===== src/rtl/posit_mul_encode.sv =====
// Three-stage posit encoder for multiply results: scale/fraction alignment,
// regime construction with guard/sticky extraction, then RNE rounding, saturation and sign.
module posit_mul_encode #(
    parameter int unsigned WIDTH = 8,
    parameter int unsigned EXP   = 2,
    parameter int unsigned REGI  = $clog2(WIDTH) + 1,
    parameter int unsigned MTS   = WIDTH - 3 - EXP
) (
    input  logic                  clk_i,
    input  logic                  rstn,
    input  logic                  in_vld_i,
    output logic                  in_rdy_o,
    input  logic                  zero_i,
    input  logic                  nar_i,
    input  logic                  sign_i,
    input  logic [REGI:0]         regi_i,
    input  logic [EXP:0]          exp_i,
    input  logic [2*(MTS+1)-1:0]  mts_i,
    output logic                  out_vld_o,
    input  logic                  out_rdy_i,
    output logic [WIDTH-1:0]      posit_o
);
    localparam int unsigned SW = REGI + EXP + 2;
    localparam int unsigned FW = 2*MTS + 1;
    localparam int unsigned PW = 2*(MTS+1);
    localparam int unsigned VW = 2 + EXP + FW;
    localparam int unsigned NW = VW + WIDTH;
    localparam logic signed [SW-1:0] K_MAX = SW'(WIDTH - 2);
    localparam logic signed [SW-1:0] K_MIN = SW'(-(int'(WIDTH) - 1));

    logic                 w_en;
    logic                 w_ovf;
    logic [SW-1:0]        w_regi_ext;
    logic [SW-1:0]        w_scale;
    logic [FW-1:0]        w_frac;

    logic                 r1_vld, r1_nar, r1_zero, r1_sign;
    logic [SW-1:0]        r1_scale;
    logic [FW-1:0]        r1_frac;

    logic signed [SW-1:0] w_k;
    logic [SW-1:0]        w_sh;
    logic [VW-1:0]        w_seed;
    logic [NW-1:0]        w_ext;
    logic                 w_satmax, w_satmin;

    logic                 r2_vld, r2_nar, r2_zero, r2_sign, r2_satmax, r2_satmin;
    logic [WIDTH-2:0]     r2_body;
    logic                 r2_guard, r2_sticky;

    logic                 w_rnd;
    logic [WIDTH-1:0]     w_sum;
    logic [WIDTH-2:0]     w_mag;
    logic [WIDTH-1:0]     w_res;

    logic                 r_out_vld;
    logic [WIDTH-1:0]     r_posit;

    assign w_en      = ~r_out_vld | out_rdy_i;
    assign in_rdy_o  = w_en;
    assign out_vld_o = r_out_vld;
    assign posit_o   = r_posit;

    // S1: total scale = 2^EXP * k + e, including the carry out of the mantissa product
    assign w_ovf      = mts_i[PW-1];
    assign w_regi_ext = {{(EXP+1){regi_i[REGI]}}, regi_i};
    assign w_scale    = (w_regi_ext << EXP) + SW'(exp_i) + SW'(w_ovf);
    assign w_frac     = w_ovf ? mts_i[PW-2:0] : {mts_i[PW-3:0], 1'b0};

    // S2: seed "10" (k>=0) or "01" (k<0) and sign-extend right; ~k equals -k-1 for k<0
    assign w_k      = $signed(r1_scale) >>> EXP;
    assign w_sh     = w_k[SW-1] ? ~w_k : w_k;
    assign w_seed   = {~w_k[SW-1], w_k[SW-1], r1_scale[EXP-1:0], r1_frac};
    assign w_ext    = $signed({w_seed, {WIDTH{1'b0}}}) >>> w_sh;
    assign w_satmax = (w_k >= K_MAX);
    assign w_satmin = (w_k <= K_MIN);

    // S3: round, clamp into [minpos, maxpos], apply specials and sign
    always_comb begin
        w_rnd = r2_guard & (r2_sticky | r2_body[0]);
        w_sum = {1'b0, r2_body} + WIDTH'(w_rnd);
        if (r2_satmax || w_sum[WIDTH-1]) begin
            w_mag = '1;
        end else if (r2_satmin || (w_sum[WIDTH-2:0] == '0)) begin
            w_mag = {{(WIDTH-2){1'b0}}, 1'b1};
        end else begin
            w_mag = w_sum[WIDTH-2:0];
        end
        if (r2_nar) begin
            w_res = {1'b1, {(WIDTH-1){1'b0}}};
        end else if (r2_zero) begin
            w_res = '0;
        end else if (r2_sign) begin
            w_res = ~{1'b0, w_mag} + WIDTH'(1);
        end else begin
            w_res = {1'b0, w_mag};
        end
    end

    always_ff @(posedge clk_i or negedge rstn) begin
        if (!rstn) begin
            r1_vld    <= 1'b0;
            r1_nar    <= 1'b0;
            r1_zero   <= 1'b0;
            r1_sign   <= 1'b0;
            r1_scale  <= '0;
            r1_frac   <= '0;
            r2_vld    <= 1'b0;
            r2_nar    <= 1'b0;
            r2_zero   <= 1'b0;
            r2_sign   <= 1'b0;
            r2_satmax <= 1'b0;
            r2_satmin <= 1'b0;
            r2_body   <= '0;
            r2_guard  <= 1'b0;
            r2_sticky <= 1'b0;
            r_out_vld <= 1'b0;
            r_posit   <= '0;
        end else if (w_en) begin
            r1_vld    <= in_vld_i;
            r1_nar    <= nar_i;
            r1_zero   <= zero_i & ~nar_i;
            r1_sign   <= sign_i;
            r1_scale  <= w_scale;
            r1_frac   <= w_frac;
            r2_vld    <= r1_vld;
            r2_nar    <= r1_nar;
            r2_zero   <= r1_zero;
            r2_sign   <= r1_sign;
            r2_satmax <= w_satmax;
            r2_satmin <= w_satmin;
            r2_body   <= w_ext[NW-1 -: WIDTH-1];
            r2_guard  <= w_ext[NW-WIDTH];
            r2_sticky <= |w_ext[NW-WIDTH-1:0];
            r_out_vld <= r2_vld;
            if (r2_vld) begin
                r_posit <= w_res;
            end
        end
    end
endmodule

===== config.mk =====
export PLATFORM = sky130hd
export DESIGN_NAME = posit_mul_encode
export DESIGN_NICKNAME = d
export VERILOG_FILES = /design/src/rtl/posit_mul_encode.sv
export SDC_FILE = /design/constraint.sdc
export NUM_CORES = 1
export LEC_CHECK = 0
export ABC_AREA = 1
export BUFFER_PORTS_ARGS = -buffer_cell sky130_fd_sc_hd__buf_4
export CORE_UTILIZATION = 45
export DETAILED_ROUTE_END_ITERATION = 12
export PLACE_DENSITY_LB_ADDON = 0.2
export SYNTH_ARGS = -nofsm -noshare
export SYNTH_HDL_FRONTEND = slang
export SYNTH_SLANG_ARGS = --single-unit

===== constraint.sdc =====
create_clock -name clk_i -period 6.5 [get_ports clk_i]
set_input_delay 0.65 -clock clk_i [delete_from_list [all_inputs] [get_ports clk_i]]
set_output_delay 0.65 -clock clk_i [all_outputs]
set_load 0.01 [all_outputs]

==> impl_metrics.tcl <==
set metrics [dict create \
    status "completed" \
    totalWireLength_mm 5.54 \
    fin_crit_sh_pct 47.4 \
    finish.utilization_pct 53.1 \
    syn_to_final_growth_pct 13.3 \
    slew_headroom_pct 29.8 \
    crit_start "out_rdy_i" \
    ys_ff_latch 43 \
    period_needed_ps 3080 \
    numClockSinks 43 \
    synth_area_per_cell_um2 7.16 \
    dpl_worst_slack_ps 3410 \
    p_leak_nw 1.61 \
    synth_top_area_share_pct 38.8 \
    firstDrtPassIters 4 \
    synth.area.top_cells "dfrtp_1 39%, nand2_1 15%, inv_1 6.5%" \
    ir_drop_uv 169 \
    synth-main-ff-cell "dfrtp_1" \
    drive_gt1_share_pct 14.6 \
    comb_power_share_pct 51.9 \
    diodes 0 \
    path_max_fanout 44 \
    dieHeight_um 80.6 \
    die_width_um 80.6 \
    cts_tree "done" \
    p_sw_uw 582 \
    clockBufferDepth 2 \
    vias 2467 \
    cp_common_cell "buf_4" \
    tightest_slew_ps 1050 \
    gp_congestion 0.821 \
    path_cells "buf_4, nor2_1, buf_4, clkinv_1, buf_4" \
    end_kind "output pin" \
    dp_cells 485 \
    powerDensity_nw_per_um2 401 \
    hp-class "input pin to asynchronous set/reset pin" \
    rows 28 \
    synth_nets 419 \
    drt_first_iter_violations 71 \
    critPathArrivalTime_ps 2430 \
    cts_buffers 5 \
    synthCells 388 \
    post_drt_wl_per_cell_um 11.2 \
    yosys.area.top_type "dfrtp_1" \
    antenna_found_initial 0 \
    via_per_inst 5.00 \
    p_sw_share_pct 46.1 \
    syn_area_um2 2780 \
    rsz0062_at_grt "no" \
    synth_edf_count 0 \
    dieArea_um2 6490 \
    synthTopCellsByCount "109 x nand2_1, 48 x inv_1, 43 x dfrtp_1, 39 x nor2_1, 30 x o21ai_0" \
    max_stage_delay_ps 860 \
    cts_hold_buf 0 \
    grt_max_degree 45 \
    fin_nets 448 \
    drc 0 \
    port_buffers 32 \
    cap_violations 0 \
    tns_ps 0 \
    pwr-share-seq_pct 34.5 \
    required_ps 5850 \
    synth-async-reset-ratio_pct 100 \
    ctsHtreeMaxLevel 2 \
    cts.clk_slew.worst_paths_ps 90 \
    clock_skew_ps 9.09 \
    p_int_uw 679 \
    fmax_mhz 324 \
    power.share.clock_pct 13.5 \
    setup_viol 0 \
    slew_violations 0 \
    grt_pass1_vias 2368 \
    fin_cells 493 \
    critPathTopFamily "buffers and inverters" \
    yosysSeqAreaShare_pct 38.8 \
    cts-root-buf "clkbuf_8" \
    ys_types 44 \
    io_pins 33 \
    clk_latency_ps 300 \
    yosys.cell_count.top_type "nand2_1" \
    grt-ovfl-total 0 \
    crit-reg2reg-launch "r2_body[0]$_DFFE_PN0N_" \
    hold_viol_final 0 \
    fin_ws_ps 3420 \
    startpoint_type "input pin" \
    dp_hpwl_mm 4.25 \
    floorplan.initialDensity_pct 46.9 \
    core_um2 5920 \
    crit_path_top_delay_cell "clkinv_1" \
    antenna_left 0 \
    cts_post_setup_buffers_inserted 0 \
    grt_first_pass_wirelength_mm 10.1 \
    critical_path_class "input pin to output pin" \
    nFillCells 598 \
    grt_usage_pct 19.8 \
    yosys_warnings 0 \
    post_cts_resized 0 \
    path_buf_inv 4 \
]
worst register-to-register path, stage by stage (launching register included):
cell and delay, ps:
dfrtp_1 400, nor2_1 90, nor2_1 50, ha_1 210, ha_1 250, nand3_1 120, xor2_1 230, nor2_1 90
nand2_2 100, nand2_1 50, o21ai_0 240, inv_1 80, ha_1 210, nand3_1 80, nand2_1 110, a21oi_1 160
nand3b_1 130, nand2_1 50
path summary, 6_finish.rpt:
kind / to / slack [ps] / cells after the start
worst max-delay path: in_rdy_o / 3420 / 5
worst min-delay path: posit_o[5]$_DFFE_PN0P_ / 310 / 1
worst max register to register: posit_o[4]$_DFFE_PN0P_ / 3770 / 17
worst min register to register: out_vld_o$_DFFE_PN0N_ / 480 / 2
max in group asynchronous: r1_frac[2]$_DFFE_PN0N_ / 5820 / 1
min in group clk_i: out_vld_o$_DFFE_PN0N_ / 480 / 2
power groups by stage:
stage	Sequential, mW	Combinational [mW]	Clock [mW]
floorplan	0.429	0.508	0
global placement	0.437	0.646	0
detailed placement	0.441	0.658	0
CTS	0.436	0.661	0.174
global route	0.449	0.770	0.187
finish	0.436	0.655	0.171
layout make-up:
| class | count | area, um^2 | area share (%) |
|---|---|---|---|
| repair buffers | 33 | 248 | 7.88 |
| multi-input cells | 281 | 1440 | 45.6 |
| clock buffers | 5 | 68.8 | 2.19 |
| clock inverters | 3 | 20.0 | 0.636 |
| well taps | 75 | 93.8 | 2.98 |
| flip-flops and latches | 43 | 1080 | 34.2 |
| inverters | 53 | 204 | 6.48 |
sequential cells by signal, summed over array words and instances, names as in the netlist:
| register | flops |
|---|---|
| posit_o | 8 |
| r1_zero | 1 |
| r2_satmin | 1 |
| r2_zero | 1 |
| r1_vld | 1 |
| r2_vld | 1 |
| r2_satmax | 1 |
| r1_sign | 1 |
| r1_nar | 1 |
| r2_guard | 1 |
| r2_sticky | 1 |
| r2_nar | 1 |
| r1_scale | 8 |
| out_vld_o | 1 |
| r2_body | 7 |
| r2_sign | 1 |
| r1_frac | 7 |
cell usage in the layout (no fill, tap or decap), types with 2 or more instances in the layout:
cell type / synthesis / layout
dfrtp_1: 43 / 43
nand2_2: 3 / 3
buf_4: 1 / 33
o221ai_1: 2 / 2
o21ai_2: 2 / 2
nand3_2: 3 / 3
nor2_2: 2 / 2
o211ai_1: 6 / 6
o21ai_0: 30 / 30
nand2_4: 2 / 2
inv_1: 48 / 48
clkinvlp_4: 0 / 2
o22ai_1: 3 / 3
nand3_1: 19 / 19
nand4_1: 2 / 2
nor2_1: 39 / 39
ha_1: 8 / 8
xor2_1: 3 / 3
a31oi_1: 3 / 3
a211oi_1: 3 / 3
nand2_1: 109 / 109
nand3b_1: 2 / 2
clkbuf_8: 0 / 5
inv_2: 3 / 3
o21a_1: 2 / 2
o21ai_1: 13 / 13
a21oi_1: 11 / 11
cell families (layout without fill, tap and decap cells):
group | count (synthesis) | in the layout | share of synthesized area, %
buffers and inverters | 64 | 94 | 9.55
muxes | 1 | 1 | 0.361
and+or+nand+nor | 185 | 185 | 28.5
DFF | 43 | 43 | 38.8
xor gates and xnor gates | 5 | 5 | 1.85
adders and majority gates | 8 | 8 | 3.61
AOI/OAI and AO/OA | 82 | 82 | 17.4
routing by layer:
layer | vias to the layer above | track usage [%] | share of wire (%)
met5 | - | 0 | 0
met4 | 0 | 4.82 | 1.2
met3 | 7 | 3.52 | 2.6
met2 | 30 | 35.5 | 48
met1 | 1121 | 24.2 | 48
li1 | 1309 | - | -
per-stage QoR:
| step | hold WS, ps | area, um^2 | power [mW] |
|---|---|---|---|
| after floorplan | 354 | 2780 | 0.937 |
| after detailed placement | 457 | 3060 | 1.10 |
| after global placement | 444 | 3060 | 1.08 |
| after global routing | 365 | 3150 | 1.41 |
| after CTS | 349 | 3150 | 1.27 |
| final | 310 | 3150 | 1.26 |
Note: power is estimated with default switching activity, not from simulation.
